[src/rtl/axi2mem_bridge.sv]
// AXI4 slave to single-word native memory adapter; one burst in flight, one beat per request.
// Define AXI2MEM_RR_EN for round-robin AW/AR arbitration instead of fixed write priority.
module axi2mem_bridge #(
  parameter int unsigned ADDR_W     = 30,
  parameter int unsigned DATA_W     = 32,
  parameter int unsigned MEM_ADDR_W = ADDR_W - 2
) (
  input  logic                  i_clk,
  input  logic                  i_rst,
  input  logic                  i_axi_awid,
  input  logic [ADDR_W-1:0]     i_axi_awaddr,
  input  logic [7:0]            i_axi_awlen,
  input  logic [2:0]            i_axi_awsize,
  input  logic [1:0]            i_axi_awburst,
  input  logic                  i_axi_awlock,
  input  logic [3:0]            i_axi_awcache,
  input  logic [2:0]            i_axi_awprot,
  input  logic [3:0]            i_axi_awqos,
  input  logic                  i_axi_awvalid,
  output logic                  o_axi_awready,
  input  logic [DATA_W-1:0]     i_axi_wdata,
  input  logic [DATA_W/8-1:0]   i_axi_wstrb,
  input  logic                  i_axi_wlast,
  input  logic                  i_axi_wvalid,
  output logic                  o_axi_wready,
  output logic                  o_axi_bid,
  output logic [1:0]            o_axi_bresp,
  output logic                  o_axi_bvalid,
  input  logic                  i_axi_bready,
  input  logic                  i_axi_arid,
  input  logic [ADDR_W-1:0]     i_axi_araddr,
  input  logic [7:0]            i_axi_arlen,
  input  logic [2:0]            i_axi_arsize,
  input  logic [1:0]            i_axi_arburst,
  input  logic                  i_axi_arlock,
  input  logic [3:0]            i_axi_arcache,
  input  logic [2:0]            i_axi_arprot,
  input  logic [3:0]            i_axi_arqos,
  input  logic                  i_axi_arvalid,
  output logic                  o_axi_arready,
  output logic                  o_axi_rid,
  output logic [DATA_W-1:0]     o_axi_rdata,
  output logic [1:0]            o_axi_rresp,
  output logic                  o_axi_rlast,
  output logic                  o_axi_rvalid,
  input  logic                  i_axi_rready,
  output logic                  o_mem_valid,
  output logic [MEM_ADDR_W-1:0] o_mem_addr,
  output logic [DATA_W-1:0]     o_mem_wdata,
  output logic [DATA_W/8-1:0]   o_mem_wstrb,
  input  logic [DATA_W-1:0]     i_mem_rdata,
  input  logic                  i_mem_ready
);

  typedef enum logic [2:0] {
    StIdle, StWrData, StWrMem, StWrResp, StRdMem, StRdData
  } state_e;

  state_e                r_state;
  logic                  r_id;
  logic [MEM_ADDR_W-1:0] r_addr;
  logic [7:0]            r_len;
  logic [7:0]            r_cnt;
  logic                  r_fixed;
  logic [DATA_W-1:0]     r_wdata;
  logic [DATA_W-1:0]     r_rdata;
  logic [DATA_W/8-1:0]   r_mem_wstrb;
  logic                  r_awready;
  logic                  r_wready;
  logic                  r_bvalid;
  logic                  r_arready;
  logic                  r_rvalid;
  logic                  r_rlast;
  logic                  r_mem_valid;

  logic                  w_grant_wr;
  logic                  w_grant_rd;
  logic                  w_last_beat;
  logic [MEM_ADDR_W-1:0] w_addr_next;
  logic                  w_unused;

`ifdef AXI2MEM_RR_EN
  // Set when the most recent grant went to write; resets to "read" so write wins first.
  logic r_last_wr;

  always_ff @(posedge i_clk or posedge i_rst) begin
    if (i_rst) begin
      r_last_wr <= 1'b0;
    end else if (r_state == StIdle) begin
      if (w_grant_wr) begin
        r_last_wr <= 1'b1;
      end else if (w_grant_rd) begin
        r_last_wr <= 1'b0;
      end
    end
  end

  assign w_grant_wr = i_axi_awvalid && (!i_axi_arvalid || !r_last_wr);
`else
  assign w_grant_wr = i_axi_awvalid;
`endif
  assign w_grant_rd = i_axi_arvalid && !w_grant_wr;

  assign w_last_beat = (r_cnt == r_len);
  assign w_addr_next = r_fixed ? r_addr : r_addr + {{(MEM_ADDR_W-1){1'b0}}, 1'b1};

  always_ff @(posedge i_clk or posedge i_rst) begin
    if (i_rst) begin
      r_state     <= StIdle;
      r_id        <= 1'b0;
      r_addr      <= '0;
      r_len       <= '0;
      r_cnt       <= '0;
      r_fixed     <= 1'b0;
      r_wdata     <= '0;
      r_rdata     <= '0;
      r_mem_wstrb <= '0;
      r_awready   <= 1'b0;
      r_wready    <= 1'b0;
      r_bvalid    <= 1'b0;
      r_arready   <= 1'b0;
      r_rvalid    <= 1'b0;
      r_rlast     <= 1'b0;
      r_mem_valid <= 1'b0;
    end else begin
      unique case (r_state)
        StIdle: begin
          r_cnt <= '0;
          if (w_grant_wr) begin
            r_id      <= i_axi_awid;
            r_addr    <= i_axi_awaddr[ADDR_W-1:2];
            r_len     <= i_axi_awlen;
            r_fixed   <= (i_axi_awburst == 2'b00);
            r_awready <= 1'b1;
            r_wready  <= 1'b1;
            r_state   <= StWrData;
          end else if (w_grant_rd) begin
            // Memory read is issued alongside arready; araddr is stable until that handshake.
            r_id        <= i_axi_arid;
            r_addr      <= i_axi_araddr[ADDR_W-1:2];
            r_len       <= i_axi_arlen;
            r_fixed     <= (i_axi_arburst == 2'b00);
            r_arready   <= 1'b1;
            r_mem_valid <= 1'b1;
            r_mem_wstrb <= '0;
            r_state     <= StRdMem;
          end
        end
        StWrData: begin
          r_awready <= 1'b0;
          if (i_axi_wvalid) begin
            r_wdata <= i_axi_wdata;
            if (i_axi_wstrb == '0) begin
              if (w_last_beat) begin
                r_wready <= 1'b0;
                r_bvalid <= 1'b1;
                r_state  <= StWrResp;
              end else begin
                r_cnt  <= r_cnt + 8'd1;
                r_addr <= w_addr_next;
              end
            end else begin
              r_wready    <= 1'b0;
              r_mem_valid <= 1'b1;
              r_mem_wstrb <= i_axi_wstrb;
              r_state     <= StWrMem;
            end
          end
        end
        StWrMem: begin
          if (i_mem_ready) begin
            r_mem_valid <= 1'b0;
            r_mem_wstrb <= '0;
            if (w_last_beat) begin
              r_bvalid <= 1'b1;
              r_state  <= StWrResp;
            end else begin
              r_cnt    <= r_cnt + 8'd1;
              r_addr   <= w_addr_next;
              r_wready <= 1'b1;
              r_state  <= StWrData;
            end
          end
        end
        StWrResp: begin
          if (i_axi_bready) begin
            r_bvalid <= 1'b0;
            r_state  <= StIdle;
          end
        end
        StRdMem: begin
          r_arready <= 1'b0;
          if (i_mem_ready) begin
            r_mem_valid <= 1'b0;
            r_rdata     <= i_mem_rdata;
            r_rvalid    <= 1'b1;
            r_rlast     <= w_last_beat;
            r_state     <= StRdData;
          end
        end
        StRdData: begin
          if (i_axi_rready) begin
            r_rvalid <= 1'b0;
            r_rlast  <= 1'b0;
            if (r_rlast) begin
              r_state <= StIdle;
            end else begin
              r_cnt       <= r_cnt + 8'd1;
              r_addr      <= w_addr_next;
              r_mem_valid <= 1'b1;
              r_state     <= StRdMem;
            end
          end
        end
        default: r_state <= StIdle;
      endcase
    end
  end

  assign o_axi_awready = r_awready;
  assign o_axi_wready  = r_wready;
  assign o_axi_bid     = r_id;
  assign o_axi_bresp   = 2'b00;
  assign o_axi_bvalid  = r_bvalid;
  assign o_axi_arready = r_arready;
  assign o_axi_rid     = r_id;
  assign o_axi_rdata   = r_rdata;
  assign o_axi_rresp   = 2'b00;
  assign o_axi_rlast   = r_rlast;
  assign o_axi_rvalid  = r_rvalid;
  assign o_mem_valid   = r_mem_valid;
  assign o_mem_addr    = r_addr;
  assign o_mem_wdata   = r_wdata;
  assign o_mem_wstrb   = r_mem_wstrb;

  // Sideband AXI fields have no meaning for a flat word-wide SRAM.
  assign w_unused = ^{i_axi_awsize, i_axi_awlock, i_axi_awcache, i_axi_awprot, i_axi_awqos,
                      i_axi_awaddr[1:0], i_axi_wlast, i_axi_arsize, i_axi_arlock,
                      i_axi_arcache, i_axi_arprot, i_axi_arqos, i_axi_araddr[1:0]};

endmodule

[config.mk]
export PLATFORM = sky130hd
export DESIGN_NAME = axi2mem_bridge
export DESIGN_NICKNAME = d
export VERILOG_FILES = /design/src/rtl/axi2mem_bridge.sv
export SDC_FILE = /design/constraint.sdc
export NUM_CORES = 1
export LEC_CHECK = 0
export BUFFER_PORTS_ARGS = -buffer_cell sky130_fd_sc_hd__buf_2
export CAP_MARGIN = 20
export CORE_MARGIN = 2
export CORE_UTILIZATION = 44
export CTS_BUF_LIST = sky130_fd_sc_hd__clkbuf_4
export CTS_CLUSTER_SIZE = 24
export DETAILED_ROUTE_END_ITERATION = 8
export PLACE_DENSITY = 0.9
export SYNTH_ARGS = -nofsm -noshare
export SYNTH_HDL_FRONTEND = slang
export SYNTH_SLANG_ARGS = --single-unit
[constraint.sdc]
create_clock -name i_clk -period 3.7 [get_ports i_clk]
set_input_delay 0.37 -clock i_clk [delete_from_list [all_inputs] [get_ports i_clk]]
set_output_delay 0.37 -clock i_clk [all_outputs]
set_load 0.02 [all_outputs]
==> summary.txt <==
Outcome
  – Outcome: finished, final reports clean

Worst hold path
  – Tightest Hold Check Type: in -> reg
  – Hold path start: i_axi_wdata[29]
  – Hold Path End: o_mem_wdata[29]
  – Hold Path Depth: 2

Logic synthesis
  – Post-synth cell types: 63
  – Post-synth top area cell: dfrtp_1
  – Flip-flop and latch count after synthesis: ~120
  – Mapped cell area: between 6000 and 7000 um2
  – Avg Synthesized Cell Area: about 11 um2
  – Count leader, synth: dfrtp_1
  – Syn Inst Count: around 610
  – Prevailing post-synth register cell: dfrtp_1
  – Post-synth EDFFs: 0
  – Post-synth top area share: between 40% and 50%
  – Top cells by area, synth: dfrtp_1 48%, mux2_2 13%, mux2i_1 4.6%
  – Most frequent cells after synthesis: 124 x dfrtp_1, 78 x mux2_2, 47 x nand2_1
  – Sequential share of the synthesized area: a little under half
  – Fraction of registers with async set/reset: 100%
  – YS warnings: 0

GRT
  – Met2 GRT Util: between 40% and 50%
  – Overflow after GRT: 0
  – Vias in the first global route: a little under 6000
  – Largest net degree at the start of global routing: 70
  – Met1 Usage GRT: a little over a quarter
  – Gr usage total: between 20% and 30%
  – First-pass GRT wire length: about 30000 um
  – Routing usage on met3: under 10%
  – Initial antenna violation count: 2
  – GRT busiest layer: met2

STA
  – Minimum clock period: about 2800 ps
  – Slew Viols, Final: 0
  – Number of hold violations in the final report: 0
  – Clock Skew: approximately 29 ps
  – Final Worst Setup Slack: 908 ps
  – RSZ-0062 raised after global routing: false
  – # setup viols final: 0
  – Pin slew with the least headroom to its limit: slightly above 900 ps
  – Post-route setup TNS: 0 ps
  – Peak Freq: approximately 0.36 GHz
  – Max-slew headroom: ~39%
  – Fin crit share: 75.5%

Critical path
  – Critical Path Source Type: register
  – Critical Path RT: a little over 4000 ps
  – R2R depth: 6
  – Reg2Reg Setup Slack: between 900 and 1000 ps
  – End of the worst register-to-register path: o_mem_addr[18]
  – CP Capture Type: register
  – CP max FO: 31
  – Worst EP arrival: 3230 ps
  – Critical Setup Path Class: reg -> reg
  – RR Startpoint: r_state[0]

Placed design
  – Dpl ws: approximately 1000 ps
  – Port Buffers: 258
  – Global placement routability congestion: slightly above 0.8
  – Hpwl dp: about 14000 um

Clock network
  – Total CTS buffers: 17
  – Clk sinks: approximately 120
  – H-tree levels: 4
  – Clock Path Buffers: 2
  – Clock-pin slew on the worst setup and hold paths: approximately 150 ps
  – TritonCTS clock tree: yes
  – Worst-Skew Late Latency: 560 ps
  – Resized Gates After CTS: 0
  – CTS root buf: clkbuf_4

Floorplanning
  – Die width: about 130 um
  – Core Rows: 44
  – DIE HEIGHT: roughly 130 um
  – Die area: 15800 um2
  – Starting Density: ~45%
  – Placeable Area: between 10000 and 15000 um2
  – I/O pin count: slightly below 300

Power and ir drop
  – Power per cell area: slightly below 900 nW/um2
  – Peak supply drop: approximately 0.38 mV
  – Pleak: between 3 and 4 nW

Finish
  – Nets: between 1000 and 1500
  – Layout area overhead: 28.9%
  – Fillcell total: 1237
  – Layout cells sized above 1: between 40% and 50%

Route
  – Pre-antenna DRT Iters: 5
  – Avg WL per Cell: between 15 and 20 um
  – Vias: ~6000
  – Iteration-0 DRC Markers: between 300 and 400
  – Drt drc: 0
  – ANT nets after route: 0
  – Vias per cell: 5.63
  – WL final: roughly 19000 um

Run
  – Max_cap viols: 0
[flip-flops by register name, summed over array words and instances (netlist names)]
name	flops
r_fixed	1
o_axi_awready	1
o_axi_rlast	1
o_axi_bvalid	1
o_axi_rvalid	1
r_len	8
o_mem_addr	28
o_axi_rdata	32
r_cnt	8
o_mem_valid	1
o_axi_arready	1
o_mem_wdata	32
r_state	3
o_axi_bid	1
o_axi_wready	1
o_mem_wstrb	4
[placed cells by master (no fill, tap or decap), drive strengths merged, types with 3 or more instances in the layout]
master | Yosys | final
o31ai | 13 | 13
conb | 1 | 4
nor2b | 5 | 5
nand3 | 20 | 20
a211oi | 5 | 5
a22o | 7 | 7
dlygate4sd3 | 0 | 13
a21oi | 32 | 32
xnor2 | 8 | 8
clkbuf | 14 | 17
nor2 | 14 | 14
o22ai | 11 | 11
buf | 31 | 271
a31oi | 18 | 18
o32ai | 5 | 5
nand2b | 5 | 5
o21ai | 38 | 38
mux2 | 78 | 78
nand3b | 4 | 4
clkinv | 0 | 4
o211ai | 3 | 3
and4 | 6 | 6
nor3 | 9 | 9
a32o | 3 | 3
dfrtp | 124 | 124
nor3b | 3 | 3
or3 | 3 | 3
inv | 12 | 20
a21o | 5 | 5
and3 | 6 | 6
nand2 | 47 | 47
or2 | 5 | 5
nand4 | 9 | 9
or4 | 7 | 7
mux2i | 30 | 30
[worst max-delay path, stage by stage (launching register included)]
cell,delay [ps]
dfrtp_1,960
nand2b_1,330
a21oi_1,280
and3_1,530
nor3_4,160
buf_4,230
a22o_1,200
[routing by layer]
layer / part of all wire, % / vias up
met5: 0.069 / -
met4: 2.5 / 2
met3: 7.9 / 45
met2: 51 / 315
met1: 38 / 2842
li1: - / 2783
[cell families after synthesis]
family / Yosys count / share of synthesized area, %
compound gates: 157 / 16.0
simple gates: 148 / 12.8
flops: 124 / 47.5
mux: 108 / 18.1
buf+inv: 57 / 4.16
xor+xnor: 8 / 1.07
fa+ha+maj: 2 / 0.383
other cells: 1 / 0.0574
[how the worst max path moves through the flow]
stage                     startpoint              to  slack (ps)  cells past startpoint
after floorplan                i_rst   o_axi_arready          30                      1
after detailed placement  r_state[0]  o_mem_addr[22]         970                      6
after global placement    r_state[0]  o_mem_addr[22]        1070                      6
after global routing      r_state[0]  o_mem_addr[24]         700                      6
after CTS                 r_state[0]  o_mem_addr[24]         970                      6
final                     r_state[0]  o_mem_addr[18]         910                      6
[power breakdown]
part | total, mW | leakage, nW | switching (mW) | internal (mW)
combinational | 3.80 | 2.26 | 2.26 | 1.54
sequential | 2.59 | 1.49 | 0.595 | 1.99
clock | 1.01 | 0.162 | 0.586 | 0.426
[stage by stage]
stage               cell area [um2]  hold WS, ps  utilization (%)  std cells  power, mW
CTS                            8360        0.901             57.5       1058       7.38
global placement               7980          473             54.9       1018       6.19
detailed placement             7980          483             54.9       1018       6.36
floorplan                      6540          464                -        608       5.08
finish                         8420         41.2             57.9       1064       7.40
global route                   8420         1.34             57.9       1064       7.85
[cell type report]
class	instances	area [um2]	area share, %
Clock buffer	17	128	1.52
Clock inverter	15	178	2.11
Tap cell	184	230	2.74
Multi-Input combinational cell	427	3180	37.8
Timing Repair Buffer	284	1540	18.3
Antenna cell	1	2.50	0.0297
Inverter	12	47.5	0.565
Sequential cell	124	3100	36.9
[what timing repair did]
action                                  4_1_cts  5_1_grt
endpoints found under the setup margin        0        0
hold buffers                                  8        5
endpoints found under the hold margin        75        5
setup buffers                                 0        0
Power figures use the tool's default switching activity.
